File: src/rtl/sap_pkg.sv
// Shared SAP bus constants; the output port uses them as its parameter defaults.
package sap_pkg;
    localparam int BUS_W     = 16;
    localparam int OUT_DEPTH = 8;
endpackage

File: src/rtl/out_port_fifo_if.sv
// Output-port bus bundle: push side from the control unit, drain side to the consumer, status flags.
interface out_port_fifo_if #(
    parameter int WIDTH = sap_pkg::BUS_W,
    parameter int DEPTH = sap_pkg::OUT_DEPTH
);
    localparam int CNT_W = $clog2(DEPTH + 1);

    logic [WIDTH-1:0] bus;
    logic             out_write;
    logic [WIDTH-1:0] out_data;
    logic             out_valid;
    logic             out_ready;
    logic [WIDTH-1:0] last_out;
    logic             full;
    logic [CNT_W-1:0] count;
    logic             overflow;
    logic             ovf_clr;

    modport slave (
        input  bus, out_write, out_ready, ovf_clr,
        output out_data, out_valid, last_out, full, count, overflow
    );

    modport master (
        output bus, out_write, out_ready, ovf_clr,
        input  out_data, out_valid, last_out, full, count, overflow
    );
endinterface

File: src/rtl/out_port_fifo_ram.sv
// FIFO storage: one synchronous write port, one asynchronous read port, contents never reset.
module out_fifo_ram #(
    parameter int WIDTH = 16,
    parameter int DEPTH = 8,
    localparam int ADDR_W = $clog2(DEPTH)
) (
    input  logic              clk,
    input  logic              i_we,
    input  logic [ADDR_W-1:0] i_waddr,
    input  logic [WIDTH-1:0]  i_wdata,
    input  logic [ADDR_W-1:0] i_raddr,
    output logic [WIDTH-1:0]  o_rdata
);
    logic [WIDTH-1:0] r_mem [DEPTH];

    always_ff @(posedge clk) begin
        if (i_we) r_mem[i_waddr] <= i_wdata;
    end

    assign o_rdata = r_mem[i_raddr];
endmodule

File: src/rtl/out_port_fifo.sv
// Buffered SAP output port: in-order FIFO with a registered first-word-fall-through head,
// plus the legacy "last written" register and a sticky overflow flag.
module out_port_fifo
    import sap_pkg::*;
#(
    parameter int WIDTH = BUS_W,
    parameter int DEPTH = OUT_DEPTH
) (
    input  logic            clk,
    input  logic            rst,
    out_port_fifo_if.slave  port
);
    localparam int ADDR_W = $clog2(DEPTH);
    localparam int CNT_W  = $clog2(DEPTH + 1);
    localparam int PTR_W  = ADDR_W + 1;

    if ((DEPTH < 2) || ((DEPTH & (DEPTH - 1)) != 0)) begin : g_bad_depth
        $error("out_port_fifo: DEPTH must be a power of two and >= 2");
    end

    logic [PTR_W-1:0] r_wr_ptr, r_rd_ptr;
    logic [CNT_W-1:0] r_count;
    logic             r_valid, r_full, r_ovf;
    logic [WIDTH-1:0] r_head, r_last;

    logic             w_pop, w_push;
    logic [PTR_W-1:0] w_wr_nxt, w_rd_nxt;
    logic             w_full_nxt;
    logic [WIDTH-1:0] w_rdata, w_head_nxt;

    assign w_pop    = r_valid & port.out_ready;
    assign w_push   = port.out_write & (~r_full | w_pop);
    assign w_wr_nxt = r_wr_ptr + {{ADDR_W{1'b0}}, w_push};
    assign w_rd_nxt = r_rd_ptr + {{ADDR_W{1'b0}}, w_pop};
    assign w_full_nxt = (w_wr_nxt[ADDR_W] != w_rd_nxt[ADDR_W]) &&
                        (w_wr_nxt[ADDR_W-1:0] == w_rd_nxt[ADDR_W-1:0]);

    out_fifo_ram #(.WIDTH(WIDTH), .DEPTH(DEPTH)) u_ram (
        .clk     (clk),
        .i_we    (w_push),
        .i_waddr (r_wr_ptr[ADDR_W-1:0]),
        .i_wdata (port.bus),
        .i_raddr (w_rd_nxt[ADDR_W-1:0]),
        .o_rdata (w_rdata)
    );

    // Head after this edge: the next stored word, or the incoming bus word when
    // it lands in an otherwise-empty queue (the RAM has not captured it yet).
    always_comb begin
        w_head_nxt = r_head;
        if (w_pop) begin
            if (w_rd_nxt != r_wr_ptr) w_head_nxt = w_rdata;
            else if (w_push)          w_head_nxt = port.bus;
        end else if (w_push && !r_valid) begin
            w_head_nxt = port.bus;
        end
    end

    always_ff @(posedge clk or posedge rst) begin
        if (rst) begin
            r_wr_ptr <= '0;
            r_rd_ptr <= '0;
            r_count  <= '0;
            r_valid  <= 1'b0;
            r_full   <= 1'b0;
            r_ovf    <= 1'b0;
            r_head   <= '0;
            r_last   <= '0;
        end else begin
            r_wr_ptr <= w_wr_nxt;
            r_rd_ptr <= w_rd_nxt;
            r_count  <= CNT_W'(w_wr_nxt - w_rd_nxt);
            r_valid  <= (w_wr_nxt != w_rd_nxt);
            r_full   <= w_full_nxt;
            r_head   <= w_head_nxt;
            if (port.out_write) r_last <= port.bus;
            // A drop in the same cycle as a clear keeps the flag set.
            if (port.out_write && !w_push) r_ovf <= 1'b1;
            else if (port.ovf_clr)         r_ovf <= 1'b0;
        end
    end

    assign port.out_data  = r_head;
    assign port.out_valid = r_valid;
    assign port.last_out  = r_last;
    assign port.full      = r_full;
    assign port.count     = r_count;
    assign port.overflow  = r_ovf;
endmodule
File: src/flat_wrapper.sv
// flat-port wrapper written by rule: the top's interface ports become plain ports
module out_port_fifo_flat import sap_pkg::*;
#(
    parameter int WIDTH = BUS_W,
    parameter int DEPTH = OUT_DEPTH
)
  (clk, rst, port_bus, port_out_write, port_out_ready, port_ovf_clr, port_out_data, port_out_valid, port_last_out, port_full, port_count, port_overflow);
  out_port_fifo_if #(.WIDTH(WIDTH), .DEPTH(DEPTH)) port_i ();
  input  logic clk;
  input  logic rst;
  input wire logic [$bits(port_i.bus)-1:0] port_bus;
  input wire logic [$bits(port_i.out_write)-1:0] port_out_write;
  input wire logic [$bits(port_i.out_ready)-1:0] port_out_ready;
  input wire logic [$bits(port_i.ovf_clr)-1:0] port_ovf_clr;
  output wire logic [$bits(port_i.out_data)-1:0] port_out_data;
  output wire logic [$bits(port_i.out_valid)-1:0] port_out_valid;
  output wire logic [$bits(port_i.last_out)-1:0] port_last_out;
  output wire logic [$bits(port_i.full)-1:0] port_full;
  output wire logic [$bits(port_i.count)-1:0] port_count;
  output wire logic [$bits(port_i.overflow)-1:0] port_overflow;
  assign port_i.bus = port_bus;
  assign port_i.out_write = port_out_write;
  assign port_i.out_ready = port_out_ready;
  assign port_i.ovf_clr = port_ovf_clr;
  assign port_out_data = port_i.out_data;
  assign port_out_valid = port_i.out_valid;
  assign port_last_out = port_i.last_out;
  assign port_full = port_i.full;
  assign port_count = port_i.count;
  assign port_overflow = port_i.overflow;
  out_port_fifo #(.WIDTH(WIDTH), .DEPTH(DEPTH)) u_core (.clk(clk), .rst(rst), .port(port_i));
endmodule
File: config.mk
export PLATFORM = sky130hd
export DESIGN_NAME = out_port_fifo_flat
export DESIGN_NICKNAME = d
export VERILOG_FILES = /design/src/rtl/sap_pkg.sv /design/src/rtl/out_port_fifo_if.sv /design/src/rtl/out_port_fifo_ram.sv /design/src/rtl/out_port_fifo.sv /design/src/flat_wrapper.sv
export SDC_FILE = /design/constraint.sdc
export NUM_CORES = 1
export LEC_CHECK = 0
export CAP_MARGIN = 20
export CORE_UTILIZATION = 45
export CTS_BUF_LIST = sky130_fd_sc_hd__clkbuf_4 sky130_fd_sc_hd__clkbuf_8 sky130_fd_sc_hd__clkbuf_16
export CTS_CLUSTER_DIAMETER = 80
export DETAILED_ROUTE_END_ITERATION = 7
export REMOVE_ABC_BUFFERS = 1
export SLEW_MARGIN = 20
export SYNTH_ARGS = -nofsm -noshare
export SYNTH_HDL_FRONTEND = slang
export SYNTH_HIERARCHICAL = 1
export SYNTH_SLANG_ARGS = --single-unit
File: constraint.sdc
create_clock -name clk -period 3.8 [get_ports clk]
set_input_delay 1.14 -clock clk [delete_from_list [all_inputs] [get_ports clk]]
set_output_delay 1.14 -clock clk [all_outputs]
set_load 0.01 [all_outputs]
* Word level (Yosys, flattened, before mapping)
Memory sizes are Yosys's and may differ from the RTL's.
Index checks and enable logic that the tools add are counted.
** Word-level totals
- Input port bits :: 21
- Bits in writable memories :: 128
- ROM bits :: 0
- Logic and storage cells :: 37
- Output and inout bits :: 39
- Memories :: 1
- Register bits after elaboration :: 47
- Latch bits :: 0
** Memories
- u_core.u_ram.r_mem :: depth 8, width 16, read ports 1, clocked after memory_dff 0, write ports 1, line out_port_fifo_ram.sv:14 : logic [WIDTH-1:0] r_mem [DEPTH];
** Operators by class
- Magnitude comparators :: 0
- $add $sub $neg :: 3
- Div/mod/pow operators :: 0
- Shifts and indexed selects :: 0
- $mul :: 0
- Bitwise logic cells :: 4
- Mux-type cells :: 8
- Equal/unequal tests :: 5
- Reductions and logical operators :: 8
** Operators by type and width (number)
- two-way mux 16 bit :: 4
- adder 4 x 1 -> 4 bit :: 2
- inequality test 4 bit :: 2
- two-way mux 1 bit :: 4
- nonzero test 2 bit :: 2
- subtractor 4 bit :: 1
- == test 3 bit :: 1
- logical AND 1 bit :: 3
- inequality test 3 bit, second input constant :: 1
- AND 1 bit :: 2
- logical NOT 1 bit :: 2
- AND reduction 2 bit :: 1
- inequality test 1 bit :: 1
- inverter 1 bit :: 1
- OR 1 bit :: 1

* Longest topological paths before layout
- Depth after elaboration :: 6
- Mapped depth :: 10
- Depth with buffers taken out :: 9

* By module
The synthesis kept the hierarchy.
** By module, submodules not included
- out_fifo_ram :: sequential area each 3843.7 sq um, cells each 198, instances 1, area an instance 4973.5 sq um
- out_port_fifo :: sequential area each 1176.1 sq um, cells each 148, instances 1, area an instance 2142.1 sq um

* Worst setup path before layout
Ideal clock, no wire load.
- Path type :: input to register
- From :: input port_out_write
- To :: memory u_core.u_ram.r_mem[0][0] (enable)
- Required time :: 3391 ps
- Stages on the path :: 5
- Path buffers :: 2
- Setup time :: 409 ps
- Data arrival time :: 3348 ps
- Setup slack :: 43 ps
- Cells stage by stage :: buf_2 buf_1 a21boi_0 nand2b_1 nor3_1
** Between the ends
- Longest elaborated chain between the ends :: 3
** Ends and longest elaborated chain
- start, declared :: line flat_wrapper.sv:12 : input wire logic [$bits(port_i.out_write)-1:0] port_out_write;
- AND 1 bit :: line out_port_fifo.sv:32 : assign w_push = port.out_write & (~r_full | w_pop);
- net u_core.w_push :: line out_port_fifo.sv:26 : logic w_pop, w_push;
- two-way mux 1 bit :: line out_port_fifo_ram.sv:17 : if (i_we) r_mem[i_waddr] <= i_wdata;
- two-way mux 1 bit (not written as such) :: line out_port_fifo_ram.sv:17
- end, declared :: line out_port_fifo_ram.sv:14
The timed path passes the listed nets, and every way through them passes these cells.

* Worst setup path after layout
- From :: input port_out_ready
- To :: register u_core.r_head[12] (netlist: u_core/port.out_data[12])
** Between the ends
- Elaborated cells between the ends (all ways) :: 12
- Classes of those cells :: add/sub (1); eq/ne (2); mux (2); bitwise (3); reduce/logical (3); memory (1)
** RTL lines
- start, declared :: line flat_wrapper.sv:13 : input wire logic [$bits(port_i.out_ready)-1:0] port_out_ready;
- AND 1 bit :: line out_port_fifo.sv:31 : assign w_pop = r_valid & port.out_ready;
- adder 4 x 1 -> 4 bit :: line out_port_fifo.sv:34 : assign w_rd_nxt = r_rd_ptr + {{ADDR_W{1'b0}}, w_pop};
- net u_core.w_rd_nxt[2] :: line out_port_fifo.sv:27 : logic [PTR_W-1:0] w_wr_nxt, w_rd_nxt;
- memory read (8 x 16 bit)
- net u_core.w_rdata[12] :: line out_port_fifo.sv:29 : logic [WIDTH-1:0] w_rdata, w_head_nxt;
- two-way mux 16 bit :: line out_port_fifo.sv:52 : if (w_rd_nxt != r_wr_ptr) w_head_nxt = w_rdata;
- two-way mux 16 bit :: line out_port_fifo.sv:51 : if (w_pop) begin
- end signal, assigned :: line out_port_fifo.sv:75 : r_head <= w_head_nxt;
- end, declared :: line out_port_fifo.sv:24 : logic [WIDTH-1:0] r_head, r_last;
The timed path passes the listed nets, and every way through them passes these cells.
A chain may end at the register's enable or synchronous reset.

==> results_dict.tcl <==
set metrics [dict create \
    run_status "completed" \
    switching_share 0.2937 \
    r2r_cells 10 \
    diodes 0 \
    cts_tree "done" \
    syn_to_final_growth_pct 22.38 \
    postCtsResizedCells 0 \
    synth_xor_area_frac 0.02145 \
    clockBufferDepth 2 \
    finalNonFillerCells 662 \
    dpl.hpwl_mm 8.387 \
    io_buffers 59 \
    row_count 45 \
    coreArea_mm2 0.01531 \
    fmaxAchievable_ghz 0.3044 \
    leakage_nw 3.182 \
    power.share.sequential 0.382 \
    drive_gt1_frac 0.2905 \
    fp.dieH_um 127.7 \
    multi_input_area_mm2 0.001978 \
    power.internal_mw 4.850 \
    cts-root-buf "clkbuf_16" \
    rr_startpoint "u_core/port.out_valid" \
    skew_ns 0.008403 \
    detail_route.wl_per_cell_um 20.89 \
    post_cts_buffers 0 \
    hold_viol_final 0 \
    power_density_mw_per_mm2 788.6 \
    max-slew-margin-rel 0.5406 \
    synthFlopType "edfxtp_1" \
    utilization 0.5686 \
    regArea_mm2 0.005020 \
    grt_pass1_wl_mm 21.42 \
    path_class "in2reg" \
    drv_slew 0 \
    cts_inserted_buffers 17 \
    dpl.cell_count 630 \
    cts.sinks 175 \
    yosysSeqAreaShare 0.7055 \
    hold_buffers 0 \
    min_period_over_period 0.8645 \
    via_count 3517 \
    synth_top_family_by_area "multiplexers" \
    antenna_left 0 \
    antenna_found_initial 0 \
    synthArstFlopShare 0.2686 \
    period_minus_slack_ns 3.285 \
    regToRegSetupSlack_ns 1.22 \
    first_pass_iters 4 \
    grt_max_degree 48 \
    syn-cell-area_mm2 0.007116 \
    syn_area_per_cell_um2 20.57 \
    crit_fanout 19 \
    worstHoldPathCells 1 \
    finalSetupViolCount 0 \
    vias_per_cell 5.313 \
    r2r-end "u_core/port.out_data[12]" \
    min_to "u_core/port.last_out[3]" \
    first_global_vias 3703 \
    synthCells 346 \
    cap_violations 0 \
    insertion_delay_ns 0.43 \
    nFillCells 1192 \
    hp-start "u_core/port.last_out[3]" \
    worstSetupStartpointType "input pin" \
    routed_wl_mm 13.83 \
    overflow 0 \
    first_iter_violations 301 \
    ios 60 \
    synth_compound_area_frac 0.008089 \
    die_x_um 127.7 \
    p_clk_frac 0.234 \
    finalSetupTns_ns 0 \
    synthMuxAreaShare 0.2173 \
    critPathMaxStageDelay_ns 0.40 \
    fin_nets 467 \
    synth-warning-count 6 \
    worst_setup_path_end_kind "flop" \
    cp_data_arrival_time_ns 3.60 \
    worstPathCellList "clkdlybuf4s50_1 > nand2_1 > inv_1 > ha_1 > ha_1 > xnor2_2 > inv_1 > buf_12 > mux4_1 > mux2_2 > mux2_2" \
    place_congestion 0.7222 \
    clk_pin_slew_ns 0.06 \
    drc_errors 0 \
    finalPower_mw 6.868 \
    worstHoldPathType "reg2reg" \
    required_ns 4.11 \
    vdd_drop_max_mv 0.4390 \
    grt_usage 0.1871 \
    initial_utilization 0.4646 \
    synth_fa_ha_area_frac 0.01512 \
    slowest_stage "clkdlybuf4s50_1" \
    die_area_mm2 0.01632 \
    synthSimpleGateAreaFrac 0.01407 \
    synth_edf_count 128 \
    synth_cell_types 29 \
    ys_ff_latch 175 \
    tightest_slew_ns 0.6892 \
    rsz0062_at_grt "false" \
    combPwrFrac 0.384 \
    htree_num_levels 4 \
    p_sw_mw 2.017 \
]
## cell usage in the layout (no fill, tap or decap), drive strengths merged
master	netlist	layout
mux2	64	64
o41ai	1	1
edfxtp	128	128
inv	10	10
nand2b	3	3
xnor2	10	10
clkbuf	3	19
xnor3	1	1
nand3	4	4
nand2	4	4
nand4	1	1
mux4	32	32
clkinv	0	10
ha	7	7
xor2	4	4
clkdlybuf4s50	0	59
bufinv	0	1
clkinvlp	0	2
nor3	2	2
buf	11	28
a21boi	1	1
nor2	8	8
fa	1	1
a21o	1	1
dfrtp	47	47
o21ai	2	2
a21oi	1	1
## critical path, delay by kind of cell
family,cells,cell delay [ns]
xor gates and xnor gates,1,0.17
adders and majority gates,2,0.45
buffers and inverters,4,0.88
muxes,3,0.87
and+or+nand+nor,1,0.10
## power by group through the flow
| stage | clock network, mW | logic (mW) | registers (mW) |
|---|---|---|---|
| 3_3_place_gp | 0 | 2.65 | 2.65 |
| 5_1_grt | 1.72 | 2.85 | 2.66 |
| 4_1_cts | 1.66 | 2.70 | 2.63 |
| 3_5_place_dp | 0 | 2.68 | 2.66 |
| 6_report | 1.61 | 2.63 | 2.62 |
| 2_1_floorplan | 0 | 1.62 | 2.68 |
## registers in the layout, summed over array words and instances (netlist names)
signal                 count
u_core/port.count          4
u_core/port.out_valid      1
u_core/port.full           1
u_core/r_wr_ptr            4
u_core/port.last_out      16
u_core/r_rd_ptr            4
u_core/u_ram/r_mem       128
u_core/port.out_data      16
u_core/port.overflow       1
## routing by layer
metal / vias up / share of wire / GRT usage
li1: 1565 / - / -
met1: 1860 / 0.45 / 0.2498
met2: 74 / 0.50 / 0.3018
met3: 18 / 0.034 / 0.04215
met4: 0 / 0.016 / 0.07059
met5: - / 0 / 0
## worst max path at each step
stage                         from                  endpoint  slack (ns)  cells after the start
floorplan           port_out_ready   u_core/port.out_data[0]       -0.07                      6
global placement    port_out_ready   u_core/port.out_data[6]        0.11                     11
detailed placement  port_out_ready  u_core/port.out_data[14]        0.08                     11
CTS                 port_out_ready  u_core/port.out_data[14]        0.52                     11
global route        port_out_ready  u_core/port.out_data[14]        0.39                     11
finish              port_out_ready  u_core/port.out_data[12]        0.51                     11
## cell usage after synthesis, drive strengths merged, types with 2 or more instances
master / number / area, µm²
inv: 10 / 37.54
o21ai: 2 / 10.00
mux4: 32 / 825.8
buf: 11 / 80.07
xnor2: 10 / 95.10
nand2: 4 / 15.01
nor3: 2 / 10.01
clkbuf: 3 / 13.76
ha: 7 / 87.58
dfrtp: 47 / 1176
nand2b: 3 / 18.77
nand3: 4 / 20.02
nor2: 8 / 30.03
xor2: 4 / 35.03
mux2: 64 / 720.7
edfxtp: 128 / 3844
## per-stage QoR
stage	cell area (µm²)	worst slack, ns	hold WS, ns
detailed placement	8163	0.07941	0.4953
global placement	8163	0.1137	0.4883
finish	8708	0.5148	0.5069
CTS	8708	0.5216	0.5130
floorplan	7022	-0.07286	0.5034
global route	8708	0.3903	0.5218
## layout make-up
class,count,share of cell area
Timing Repair Buffer,87,0.09914
Clock buffer,19,0.05129
Inverter,10,0.004310
Multi-Input combinational cell,147,0.2272
Clock inverter,13,0.01135
Sequential cell,175,0.5764
Tap cell,211,0.03032
## kinds of logic (layout without fill, tap and decap cells)
| family | count (synthesis) | after routing |
|---|---|---|
| flops | 175 | 175 |
| mux | 96 | 96 |
| xor+xnor | 15 | 15 |
| fa+ha+maj | 8 | 8 |
| compound gates | 6 | 6 |
| buf+inv | 24 | 129 |
| simple gates | 22 | 22 |
No activity file was read; power rests on OpenSTA's default activity.
